File: src/rtl/width_converter_8ton.sv
`default_nettype none
// ============================================================================
// Module   : width_converter_8ton
// Purpose  : RX-path bus width converter, 8-bit bytes -> WIDTH-bit words.
//            Bytes from the I3C target FSM are packed little-endian (first
//            byte in [7:0]) and handed to the TTI RX queue. A flush closes a
//            partial word at end of transfer: the word is zero-padded and
//            tagged with its valid byte count and a last flag. A pack register
//            plus an output holding register let byte intake continue while
//            a completed word waits for the queue.
// Ports    : clk_i          - clock
//            rst_i          - asynchronous active-high reset
//            sink_valid_i   - byte valid from the target FSM
//            sink_ready_o   - byte accepted when high with sink_valid_i
//            sink_data_i    - received byte
//            sink_flush_i   - single-cycle end-of-transfer pulse
//            source_valid_o - word valid toward the RX queue
//            source_ready_i - RX queue ready
//            source_data_o  - packed word
//            source_bytes_o - valid byte count of the word (1..WIDTH/8)
//            source_last_o  - word closes a transfer
// Revision : 1.0 - initial release
// ============================================================================
module width_converter_8ton #(
    parameter int WIDTH = 32
) (
    input  logic                                 clk_i,
    input  logic                                 rst_i,
    input  logic                                 sink_valid_i,
    output logic                                 sink_ready_o,
    input  logic [7:0]                           sink_data_i,
    input  logic                                 sink_flush_i,
    output logic                                 source_valid_o,
    input  logic                                 source_ready_i,
    output logic [WIDTH-1:0]                     source_data_o,
    output logic [$clog2(WIDTH/8 > 1 ? WIDTH/8 : 2):0] source_bytes_o,
    output logic                                 source_last_o
);

    localparam int c_BYTES = WIDTH / 8;
    // Count must be able to hold the value c_BYTES itself, hence the +1 bit.
    localparam int c_CNTW  = $clog2(c_BYTES > 1 ? c_BYTES : 2) + 1;

    localparam logic [c_CNTW-1:0] c_FULL     = c_CNTW'(c_BYTES);
    localparam logic [c_CNTW-1:0] c_LAST_IDX = c_CNTW'(c_BYTES - 1);
    localparam logic [c_CNTW-1:0] c_ZERO     = '0;

    // Pack side
    logic [c_CNTW-1:0] r_pcnt;
    logic [WIDTH-1:0]  r_preg;
    logic              r_flush_pend;

    // Output holding register
    logic              r_ovalid;
    logic [WIDTH-1:0]  r_oreg;
    logic [c_CNTW-1:0] r_obytes;
    logic              r_olast;

    logic              w_sfire;
    logic              w_ofire;
    logic              w_ofree;
    logic [c_CNTW-1:0] w_n;
    logic [WIDTH-1:0]  w_packed;
    logic              w_flush_req;
    logic              w_full_load;
    logic              w_partial;
    logic              w_partial_load;
    logic              w_load;

    // Ready depends on registered state only, so there is no combinational
    // path from source_ready_i back to the target FSM. The last byte slot is
    // refused while a word is still held, because completing a word needs a
    // free output register.
    assign sink_ready_o = ~r_flush_pend & ~((r_pcnt == c_LAST_IDX) & r_ovalid);

    assign w_sfire = sink_valid_i & sink_ready_o;
    assign w_ofire = r_ovalid & source_ready_i;
    assign w_ofree = ~r_ovalid | source_ready_i;

    // Byte count after the current cycle's byte (if any) is taken.
    assign w_n = r_pcnt + {{(c_CNTW-1){1'b0}}, w_sfire};

    // Pack register with the current byte merged in. Bytes above the fill
    // point are already zero because the pack register clears on every load.
    always_comb begin
        w_packed = r_preg;
        for (int b = 0; b < c_BYTES; b++) begin
            if (w_sfire && (r_pcnt == c_CNTW'(b))) begin
                w_packed[8*b +: 8] = sink_data_i;
            end
        end
    end

    assign w_flush_req    = sink_flush_i | r_flush_pend;
    assign w_full_load    = w_sfire & (r_pcnt == c_LAST_IDX);
    assign w_partial      = w_flush_req & (w_n != c_ZERO) & (w_n < c_FULL);
    assign w_partial_load = w_partial & w_ofree;
    assign w_load         = w_full_load | w_partial_load;

    always_ff @(posedge clk_i or posedge rst_i) begin
        if (rst_i) begin
            r_pcnt       <= '0;
            r_preg       <= '0;
            r_flush_pend <= 1'b0;
            r_ovalid     <= 1'b0;
            r_oreg       <= '0;
            r_obytes     <= '0;
            r_olast      <= 1'b0;
        end else begin
            // Output register: a new load wins over draining, which gives
            // back-to-back words when the queue is ready.
            if (w_load) begin
                r_ovalid <= 1'b1;
                r_oreg   <= w_packed;
                r_obytes <= w_full_load ? c_FULL : w_n;
                r_olast  <= w_full_load ? sink_flush_i : 1'b1;
            end else if (w_ofire) begin
                r_ovalid <= 1'b0;
                r_oreg   <= '0;
                r_obytes <= '0;
                r_olast  <= 1'b0;
            end else if (w_flush_req && (w_n == c_ZERO) && r_ovalid) begin
                // Nothing partial to close: the held word becomes the last.
                r_olast <= 1'b1;
            end

            // Pack register
            if (w_load) begin
                r_pcnt       <= '0;
                r_preg       <= '0;
                r_flush_pend <= 1'b0;
            end else begin
                if (w_sfire) begin
                    r_pcnt <= w_n;
                    r_preg <= w_packed;
                end
                // Output busy: remember the flush and stall intake until the
                // partial word can be loaded.
                if (w_partial) begin
                    r_flush_pend <= 1'b1;
                end
            end
        end
    end

    assign source_valid_o = r_ovalid;
    assign source_data_o  = r_oreg;
    assign source_bytes_o = r_obytes;
    assign source_last_o  = r_olast;

endmodule
`default_nettype wire
File: config.mk
export PLATFORM = sky130hd
export DESIGN_NAME = width_converter_8ton
export DESIGN_NICKNAME = d
export VERILOG_FILES = /design/src/rtl/width_converter_8ton.sv
export SDC_FILE = /design/constraint.sdc
export NUM_CORES = 1
export LEC_CHECK = 0
export ABC_AREA = 1
export CORE_MARGIN = 2
export CORE_UTILIZATION = 55
export CTS_CLUSTER_SIZE = 30
export DETAILED_ROUTE_END_ITERATION = 16
export PLACE_DENSITY = 0.82
export SYNTH_ARGS = -nofsm -noshare
export SYNTH_HDL_FRONTEND = slang
export SYNTH_SLANG_ARGS = --single-unit
File: constraint.sdc
create_clock -name clk_i -period 6.2 [get_ports clk_i]
set_input_delay 1.24 -clock clk_i [delete_from_list [all_inputs] [get_ports clk_i]]
set_output_delay 1.24 -clock clk_i [all_outputs]
set_load 0.02 [all_outputs]
# Word level (Yosys, flattened, before mapping)
# Index checks and enable logic that the tools add are counted.
[op_classes]
bitwise = 14
mux = 21
n_lt_le_gt_ge = 1
add_sub_neg = 1
eq_ne = 3
n_reduce_logical = 13
[op_table]
columns = ["op", "n"]
rows = [
  ["$mux W32", 4],
  ["$mux W8", 4],
  ["$mux W3", 5],
  ["$and A1 B1 Y1", 8],
  ["$mux W1", 8],
  ["$eq A3 B2 Y1 const B", 2],
  ["$logic_and A1 B1 Y1", 6],
  ["$logic_not A3 Y1", 2],
  ["$reduce_bool A2 Y1", 3],
  ["$reduce_bool A3 Y1", 2],
  ["$add A3 B1 Y3", 1],
  ["$eq A3 B1 Y1 const B", 1],
  ["$lt A3 B3 Y1 const B", 1],
  ["$not A1 Y1", 3],
  ["$or A1 B1 Y1", 3],
]
[word_totals]
in_bits = 13
regBits = 73
wordCells = 60
output_inout_bits = 38

# Logic depth before layout (Yosys ltp)
# Gate-level depths: netlist (run 1).
[depth]
depth_word = 12
depth_mapped = 14
depth_no_buf = 13

# Least setup slack after synthesis (run 1)
# OpenSTA, ideal clock, no wires.
[synth_path]
path_type = "in2reg"
startpoint = "in sink_valid_i"
endpoint = "reg r_preg[16]"
path_stages = 11
n_path_buf = 1
t_arrival_ns = 2.725
required_ns = 6.081
slack_ns = 3.356
setup_time_ns = 0.119
cell_sequence = "nand3_1 inv_1 ha_1 ha_1 nor2_1 nor2_1 nand3_2 nand2_2 inv_2 buf_4 and2_1"
[synth_between]
elab_chain_cells = 8
elab_cells_between_ends = 14
cone_classes = "1 x add/sub; 1 x order compare; 3 x mux; 6 x bitwise; 3 x reduce/logical"
[synth_rtl]
columns = ["item", "line", "rtl"]
rows = [
  ["from (decl)", "29", "input logic sink_valid_i,"],
  ["$and A1 B1 Y1 *", "76", "assign w_sfire = sink_valid_i & sink_ready_o;"],
  ["branches (longest 7 deep; another with $add A3 B1 Y3)", "-", ""],
  ["to (signal assigned)", "135", "r_preg <= w_packed;"],
  ["to (decl)", "50", "logic [WIDTH-1:0] r_preg;"],
]
# Mark *: on every way between the ends. The select of a mux whose other input is x is not followed.
# A chain may end at the register's enable or synchronous reset.

# Worst setup path after layout (run 1)
[layout_path]
startpoint = "in sink_valid_i"
endpoint = "reg r_preg[17]"
# The elaborated chain is that of the path after synthesis.

==> flow_metrics.tcl, run 1 <==
set metrics [dict create \
    status "complete, no violations" \
    dpl.cell_count 487 \
    final_area_um2 3930 \
    synth_fp_nets 391 \
    finalSetupViolCount 0 \
    clockBufferDepth 2 \
    maxCapViolCount 0 \
    synth_top_area_share_pct 57.5 \
    clkLatencyLatePin_ns 0.35 \
    syn_inst 376 \
    p_leak_uw 0.00207 \
    tritoncts "done" \
    synth_warnings 0 \
    hold_buffers 0 \
    nets 441 \
    cts_htree_levels 3 \
    dieArea_um2 6400 \
    start_util_pct 57.3 \
    drc 0 \
    netlist-cell-type-count 26 \
    dieHeight_um 80.0 \
    pin_count 51 \
    min_path_cells 2 \
    antennaDiodeCount 0 \
    max-slew-margin-rel_pct 38.7 \
    wl_per_cell_um 13.3 \
    grt_use_met3_pct 5.66 \
    num_rows 27 \
    grt_max_degree 74 \
    crit_type "in -> reg" \
    cp.arrival_ns 4.11 \
    powerDensity_nw_per_um2 488 \
    ir_worst_vdd_mv 0.236 \
    fin_cells 503 \
    synth_top_area_cell "dfrtp_1" \
    post_cts_buffers 0 \
    hold_viol_final 0 \
    r2r_cells 12 \
    skew_ns 0.00646 \
    rsz0062_at_grt "false" \
    gp_congestion 0.878 \
    cts-root-buf "clkbuf_8" \
    grt_pass1_wl_um 11200 \
    layout_worst_path_cycle_share_pct 62.4 \
    synth-seq-cells 73 \
    drt_iter0_drc 244 \
    clk_pin_slew_worst_paths_ns 0.08 \
    cts_buffers 9 \
    cts_resized 0 \
    final_cell_mix "nand2_1, dfrtp_1, clkdlybuf4s50_1" \
    report.final.slew_viol_count 0 \
    holdWs_ns 0.472 \
    worst_pin_slew_ns 0.917 \
    fillers 440 \
    area_delta_synth_final_pct 23.8 \
    final_common_cell "nand2_1" \
    cts_sinks 73 \
    first_global_vias 2400 \
    antenna_found_initial 0 \
    grt_busiest_layer "met2" \
    core_um2 5540 \
    io_buffer_count 50 \
    drive_gt1_share_pct 6.26 \
    drt_first_pass_iters 4 \
    path_max_fanout 52 \
    placed_cell_area_um2 3690 \
    min_period_ns 3.87 \
    routed_wl_um 6690 \
    critical_path_required_ns 6.44 \
    synth_area_leaders "dfrtp_1, nand2_1, inv_1, nor2_1, and2_1" \
    gr-total-overflow 0 \
    fmax_mhz 259 \
    met2_usage_pct 36.3 \
    r2r_slack_ns 3.01 \
    synthesis.area_um2 3180 \
    end_kind "flip-flop" \
    vias 2524 \
    via_per_inst 5.02 \
    hold_path.class "reg -> reg" \
    drtAntennaViolNets 0 \
    fin_tns_setup_ns 0 \
    dpl.hpwl_um 4290 \
    start_kind "primary input" \
    ys_seq_area_share_pct 57.5 \
    grt_util_met1_pct 32.5 \
    grt_use_total_pct 23.7 \
    die_x_um 80.0 \
    avgSynthCellArea_um2 8.45 \
]
-- worst paths after layout --
kind / from / end
max: sink_valid_i / r_preg[17]$_DFFE_PP0P_
max in group asynchronous: rst_i / source_bytes_o[0]$_DFFE_PP0P_
max reg2reg: r_pcnt[2]$_DFFE_PP0P_ / r_preg[17]$_DFFE_PP0P_
min reg2reg: source_data_o[20]$_DFFE_PP0P_ / source_data_o[20]$_DFFE_PP0P_
min in group asynchronous: rst_i / source_bytes_o[1]$_DFFE_PP0P_
min: source_data_o[20]$_DFFE_PP0P_ / source_data_o[20]$_DFFE_PP0P_
-- registers in the layout, indices dropped and copies added, names as in the netlist --
register,count
r_flush_pend,1
r_pcnt,3
r_preg,32
source_bytes_o,3
source_data_o,32
source_last_o,1
source_valid_o,1
-- worst max-delay path, cell delays in order --
cell	delay, ns
clkdlybuf4s50_1	0.47
nand3_1	0.23
inv_1	0.07
ha_1	0.18
ha_1	0.31
nor2_1	0.06
nor2_1	0.16
nand3_2	0.15
nand2_2	0.70
inv_2	0.27
and2_1	0.25
-- through the flow --
stage | setup WS [ns] | total power [uW] | util [%]
after floorplan | 3.11 | 1270 | -
after global placement | 2.09 | 1460 | 66.6
after detailed placement | 1.97 | 1480 | 66.6
after CTS | 2.34 | 1930 | 71.0
after global routing | 2.07 | 2060 | 71.0
final | 2.33 | 1920 | 71.0
-- where the power goes --
group | internal, uW | leakage [uW] | total, uW | switching (uW)
Clock | 267 | 0.000115 | 451 | 184
Combinational | 275 | 0.000960 | 777 | 502
Sequential | 617 | 0.000995 | 690 | 73.4
Total | 1160 | 0.00207 | 1920 | 760
-- metal layers --
metal	part of all wire (%)	up-vias	wire length, um
met3	4.4	8	293
met5	0	-	0
met4	1.4	0	93
met1	45	1202	3040
li1	-	1248	-
met2	49	66	3270
-- logic make-up after synthesis --
family	Yosys count	share of synthesized area, %
fa+ha+maj	2	0.788
xor+xnor	1	0.512
flops	73	57.5
compound gates	21	3.35
buf+inv	48	6.97
simple gates	231	30.9
-- cell type report --
cell class | count | area (um2) | share of cell area [%]
Timing Repair Buffer | 51 | 508 | 12.9
Inverter | 36 | 138 | 3.50
Sequential cell | 73 | 1830 | 46.5
Clock buffer | 9 | 124 | 3.15
Multi-Input combinational cell | 255 | 1130 | 28.7
Tap cell | 72 | 90.1 | 2.29
Clock inverter | 7 | 119 | 3.02
-- cells in the mapped netlist (all sizes together) --
cell / count
a21oi: 1
a31oi: 1
and2: 16
buf: 12
clkinv: 1
dfrtp: 73
ha: 2
inv: 35
nand2: 162
nand3: 19
nand3b: 1
nand4: 3
nor2: 28
nor3b: 1
o21ai: 19
or2: 1
xnor2: 1
Power figures use the tool's default switching activity.
==> run 2, diff against run 1 <==
--- a/config.mk
+++ b/config.mk
@@ -7,10 +7,10 @@
 export LEC_CHECK = 0
 export ABC_AREA = 1
 export CORE_MARGIN = 2
-export CORE_UTILIZATION = 55
+export CORE_UTILIZATION = 48
 export CTS_CLUSTER_SIZE = 30
 export DETAILED_ROUTE_END_ITERATION = 16
-export PLACE_DENSITY = 0.82
+export PLACE_DENSITY = 0.76
 export SYNTH_ARGS = -nofsm -noshare
 export SYNTH_HDL_FRONTEND = slang
 export SYNTH_SLANG_ARGS = --single-unit
==> constraint.sdc (replaced) <==
create_clock -name clk_i -period 3.3 [get_ports clk_i]
set_input_delay 0.66 -clock clk_i [delete_from_list [all_inputs] [get_ports clk_i]]
set_output_delay 0.66 -clock clk_i [all_outputs]
set_load 0.02 [all_outputs]
==> flow_metrics.tcl, run 2 (same netlist as run 1, synthesis figures left out) <==
set metrics [dict create \
    ir_worst_vdd_mv 0.477 \
    grt_use_total_pct 20.2 \
    fmax_mhz 389 \
    wl_per_cell_um 13.5 \
    hold_viol_final 0 \
    cts_htree_levels 3 \
    antenna_found_initial 0 \
    cts-root-buf "clkbuf_8" \
    core_um2 6390 \
    skew_ns 0.00827 \
    dp_slack_ns 0.393 \
    grt_pass1_wl_um 11400 \
    maxCapViolCount 0 \
    first_global_vias 2468 \
    nets 444 \
    r2r_cells 14 \
    final_common_cell "nand2_1" \
    die_x_um 85.3 \
    start_kind "primary input" \
    io_buffer_count 50 \
    gr-total-overflow 0 \
    post_cts_buffers 0 \
    fin_ws_ns 0.732 \
    min_path_cells 2 \
    finalSetupViolCount 0 \
    min_period_ns 2.57 \
    grt_max_degree 43 \
    end_kind "flip-flop" \
    startpoint "sink_valid_i" \
    path_max_fanout 27 \
    cts_sinks 73 \
    clk_pin_slew_worst_paths_ns 0.07 \
    status "complete, no violations" \
    max_stage_delay_ns 0.48 \
    cpMaxStageDelayCell "clkdlybuf4s50_1" \
    crit_end "r_pcnt[0]$_DFFE_PP0P_" \
    drive_gt1_share_pct 6.68 \
    num_rows 29 \
    cts_resized 0 \
    routed_wl_um 6920 \
    max-slew-margin-rel_pct 52.4 \
    drc 0 \
    hold_path.class "reg -> reg" \
    vias 2487 \
    layout_worst_path_cycle_share_pct 77.8 \
    gp_congestion 0.824 \
    drtAntennaViolNets 0 \
    cp_top_family "simple AND/OR/NAND/NOR gates" \
    critical_path_required_ns 3.53 \
    cp_num_buf_inv 3 \
    hold_buffers 0 \
    worst_pin_slew_ns 0.713 \
    final_cell_mix "nand2_1, dfrtp_1, clkdlybuf4s50_1" \
    powerDensity_nw_per_um2 895 \
    cp.arrival_ns 2.80 \
    pin_count 51 \
    clockBufferDepth 2 \
    via_per_inst 4.87 \
    report.final.slew_viol_count 0 \
    clkLatencyLatePin_ns 0.34 \
    reg2reg_to "r_pcnt[0]$_DFFE_PP0P_" \
    p_leak_uw 0.00207 \
    dieHeight_um 85.3 \
    fin_tns_setup_ns 0 \
    r2r_slack_ns 0.86 \
    crit_type "in -> reg" \
    dpl.hpwl_um 4680 \
    r2r-start "r_pcnt[2]$_DFFE_PP0P_" \
    rsz0062_at_grt "false" \
    drt_iter0_drc 126 \
    start_util_pct 49.7 \
    cts_buffers 9 \
    min_from "source_bytes_o[1]$_DFFE_PP0P_" \
    path_common_cell "nor2_1" \
    tritoncts "done" \
    drt_first_pass_iters 4 \
    dieArea_um2 7280 \
    cp.depth 13 \
    area_delta_synth_final_pct 24.1 \
    holdWs_ns 0.470 \
    antennaDiodeCount 0 \
    crit_chain "clkdlybuf4s50_1 > nand3_1 > inv_1 > ha_1 > ha_1 > nor2_1 > nor2_1 > nand3_2 > nand2_2 > buf_12 > nor2_1 > nand2_1 > nand2_1" \
]
==> run 2: changes by cell type in the layout (fill, tap and decap cells not counted), sizes merged <==
cell / change
buf: +3
bufinv: -2
clkbuf: +2
==> run 2: worst min-delay path, delay by kind of cell, from the launching register on <==
| family | cells | cell delay [ns] |
|---|---|---|
| flops | 1 | 0.34 |
| simple gates | 2 | 0.09 |
==> run 2: routing by layer <==
metal | GRT usage [%] | wire [um]
met1 | 25.6 | 3100
met3 | 5.16 | 358
met5 | 0 | 0
met4 | 7.50 | 101
met2 | 33.6 | 3360
==> run 2: worst min-delay path by stage <==
stage | endpoint | slack [ns]
5_1_grt | source_data_o[3]$_DFFE_PP0P_ | 0.49
3_3_place_gp | source_data_o[1]$_DFFE_PP0P_ | 0.45
4_1_cts | source_bytes_o[1]$_DFFE_PP0P_ | 0.48
3_5_place_dp | source_bytes_o[1]$_DFFE_PP0P_ | 0.46
6_report | source_bytes_o[1]$_DFFE_PP0P_ | 0.47
2_1_floorplan | r_preg[25]$_DFFE_PP0P_ | 0.46
==> run 2: where the power goes <==
part           switching (uW)  internal (uW)
combinational             964            572
clock                     329            367
sequential                135           1160
==> run 2: final cells by class <==
| type | instances | area, um2 |
|---|---|---|
| inverter | 36 | 138 |
| timing repair buffer | 54 | 556 |
| sequential | 73 | 1830 |
| multi-input combinational | 255 | 1130 |
| clock buffer | 11 | 141 |
| fill | 571 | 2450 |
| clock inverter | 5 | 55.1 |
| tap | 77 | 96.3 |
==> run 2: metrics by stage <==
step	std cells	power [uW]	area (um2)	utilization [%]
2_1_floorplan	376	2390	3180	-
3_3_place_gp	495	2820	3740	58.6
3_5_place_dp	495	2850	3740	58.6
4_1_cts	511	3560	3940	61.7
5_1_grt	511	3780	3940	61.7
6_report	511	3530	3940	61.7
==> run 3, diff against run 2 <==
--- a/config.mk
+++ b/config.mk
@@ -7,10 +7,10 @@
 export LEC_CHECK = 0
 export ABC_AREA = 1
 export CORE_MARGIN = 2
-export CORE_UTILIZATION = 48
+export CORE_UTILIZATION = 53
 export CTS_CLUSTER_SIZE = 30
 export DETAILED_ROUTE_END_ITERATION = 16
-export PLACE_DENSITY = 0.76
+export PLACE_DENSITY = 0.79
 export SYNTH_ARGS = -nofsm -noshare
 export SYNTH_HDL_FRONTEND = slang
 export SYNTH_SLANG_ARGS = --single-unit
==> constraint.sdc (replaced) <==
create_clock -name clk_i -period 2.5 [get_ports clk_i]
set_input_delay 0.5 -clock clk_i [delete_from_list [all_inputs] [get_ports clk_i]]
set_output_delay 0.5 -clock clk_i [all_outputs]
set_load 0.02 [all_outputs]
==> flow_metrics.tcl, run 3 (same netlist as run 1, synthesis figures left out) <==
set metrics [dict create \
    pin_count 51 \
    dieHeight_um 81.4 \
    cpMaxStageDelayCell "dfrtp_2" \
    drtAntennaViolNets 0 \
    critical_path_required_ns 2.79 \
    antennaDiodeCount 0 \
    drc 0 \
    grt_pass1_wl_um 11800 \
    rsz0062_at_grt "false" \
    post-route-util_pct 68.7 \
    tritoncts "done" \
    r2r_slack_ns 0.18 \
    first_global_vias 2556 \
    ir_worst_vdd_mv 0.535 \
    switching_power_uw 1930 \
    io_buffer_count 50 \
    max-slew-margin-rel_pct 69.9 \
    dieArea_um2 6630 \
    finalSetupViolCount 0 \
    cts-root-buf "clkbuf_8" \
    hold_path.class "in -> async" \
    maxCapViolCount 0 \
    fmax_mhz 432 \
    wl_per_cell_um 13.5 \
    nets 451 \
    antenna_found_initial 0 \
    drt_iter0_drc 193 \
    clk_pin_slew_worst_paths_ns 0.08 \
    r2r_cells 13 \
    powerDensity_nw_per_um2 1200 \
    min_period_ns 2.32 \
    cts_htree_levels 3 \
    startpoint "r_pcnt[2]$_DFFE_PP0P_" \
    reg2reg_to "source_data_o[12]$_DFFE_PP0P_" \
    grt_use_total_pct 23.8 \
    max_stage_delay_ns 0.46 \
    clock_power_share_pct 20.4 \
    final_common_cell "nand2_1" \
    cp_num_buf_inv 3 \
    cp.arrival_ns 2.60 \
    grt_max_degree 42 \
    crit_chain "inv_1 > nand4_1 > nand3_1 > inv_1 > ha_1 > ha_1 > nor2_1 > nor2_2 > nand3_2 > nand3_2 > inv_8 > nand2_1 > nand2_1" \
    cts_sinks 73 \
    pwr-share-seq_pct 35.4 \
    cp_top_family "simple AND/OR/NAND/NOR gates" \
    skew_ns 0.00849 \
    crit_type "reg -> reg" \
    die_x_um 81.4 \
    routed_wl_um 6990 \
    end_kind "flip-flop" \
    fillers 471 \
    report.final.slew_viol_count 0 \
    core_um2 5850 \
    gp_congestion 0.848 \
    hold_buffers 0 \
    clkLatencyLatePin_ns 0.34 \
    dpl.hpwl_um 4670 \
    drt_first_pass_iters 4 \
    start_util_pct 54.3 \
    area_delta_synth_final_pct 26.5 \
    final_area_um2 4020 \
    num_rows 28 \
    fin_tns_setup_ns 0 \
    final_cell_mix "nand2_1, dfrtp_1, clkdlybuf4s50_1" \
    gr-total-overflow 0 \
    r2r-start "r_pcnt[2]$_DFFE_PP0P_" \
    path_max_fanout 35 \
    clockBufferDepth 2 \
    worst_pin_slew_ns 0.451 \
    drive_gt1_share_pct 8.62 \
    p_int_uw 2910 \
    cts_buffers 9 \
    start_kind "flip-flop" \
    vias 2568 \
    layout_worst_path_cycle_share_pct 92.7 \
    p_sw_share_pct 39.9 \
    p_leak_uw 0.00212 \
    placed_cell_area_um2 3790 \
    status "complete, no violations" \
    hold_viol_final 0 \
    combPwrFrac_pct 44.2 \
    via_per_inst 4.98 \
]
## run 3: changes by cell type in the layout (fill, tap and decap cells not counted), sizes merged
cell / previous run / this run
clkinvlp: 2 / 1
clkinv: 3 / 4
buf: 4 / 11
bufinv: 1 / 2
clkbuf: 11 / 10
## run 3: power groups by stage
stage,registers [uW],clock network (uW),logic (uW)
final,1710,988,2140
after global routing,1750,1050,2390
after CTS,1710,998,2120
after detailed placement,1730,0,2100
after global placement,1720,0,2050
after floorplan,1910,0,1240
## run 3: how the worst max path moves through the flow
stage	endpoint	slack [ns]	cells after the start
floorplan	r_flush_pend$_DFFE_PP0P_	0.15	1
global placement	source_data_o[5]$_DFFE_PP0P_	0.02	12
detailed placement	source_data_o[5]$_DFFE_PP0P_	-0.04	12
CTS	source_data_o[5]$_DFFE_PP0P_	0.12	13
global route	source_data_o[3]$_DFFE_PP0P_	0.006	13
finish	source_data_o[12]$_DFFE_PP0P_	0.18	13
## run 3: worst reg2reg max path, cell delays in order, from the launching register on
cell     delay (ns)
dfrtp_2        0.46
inv_1          0.10
nand4_1        0.15
nand3_1        0.14
inv_1          0.05
ha_1           0.17
ha_1           0.29
nor2_1         0.18
nor2_2         0.07
nand3_2        0.13
nand3_2        0.15
inv_8          0.21
nand2_1        0.10
nand2_1        0.07
## run 3: what timing repair did
action / 4_1_cts / 5_1_grt
resized for setup: 0 / 5
endpoints found under the setup margin: 0 / 59
buffers inserted: 0 / 0
## run 3: routing by layer
metal,vias up,track usage [%],share of wire (%)
li1,1268,-,-
met1,1203,31.3,44
met2,76,36.5,48
met3,21,4.67,5.0
met4,0,14.4,3.3
met5,-,0,0
## run 3: through the flow
| step | setup slack, ns | hold slack (ns) | std cells | total power (uW) |
|---|---|---|---|---|
| 2_1_floorplan | 0.147 | 0.460 | 376 | 3150 |
| 3_3_place_gp | 0.0197 | 0.454 | 500 | 3770 |
| 3_5_place_dp | -0.0423 | 0.459 | 500 | 3830 |
| 4_1_cts | 0.124 | 0.469 | 516 | 4830 |
| 5_1_grt | 0.00646 | 0.497 | 516 | 5190 |
| 6_report | 0.183 | 0.457 | 516 | 4840 |
## run 3: final cells by class
type | count | area (um2) | area share, %
Clock buffer | 10 | 128 | 3.18
Clock inverter | 6 | 82.6 | 2.06
Inverter | 36 | 143 | 3.55
Multi-Input combinational cell | 255 | 1130 | 28.2
Sequential cell | 73 | 1830 | 45.5
Tap cell | 75 | 93.8 | 2.34
Timing Repair Buffer | 61 | 608 | 15.1
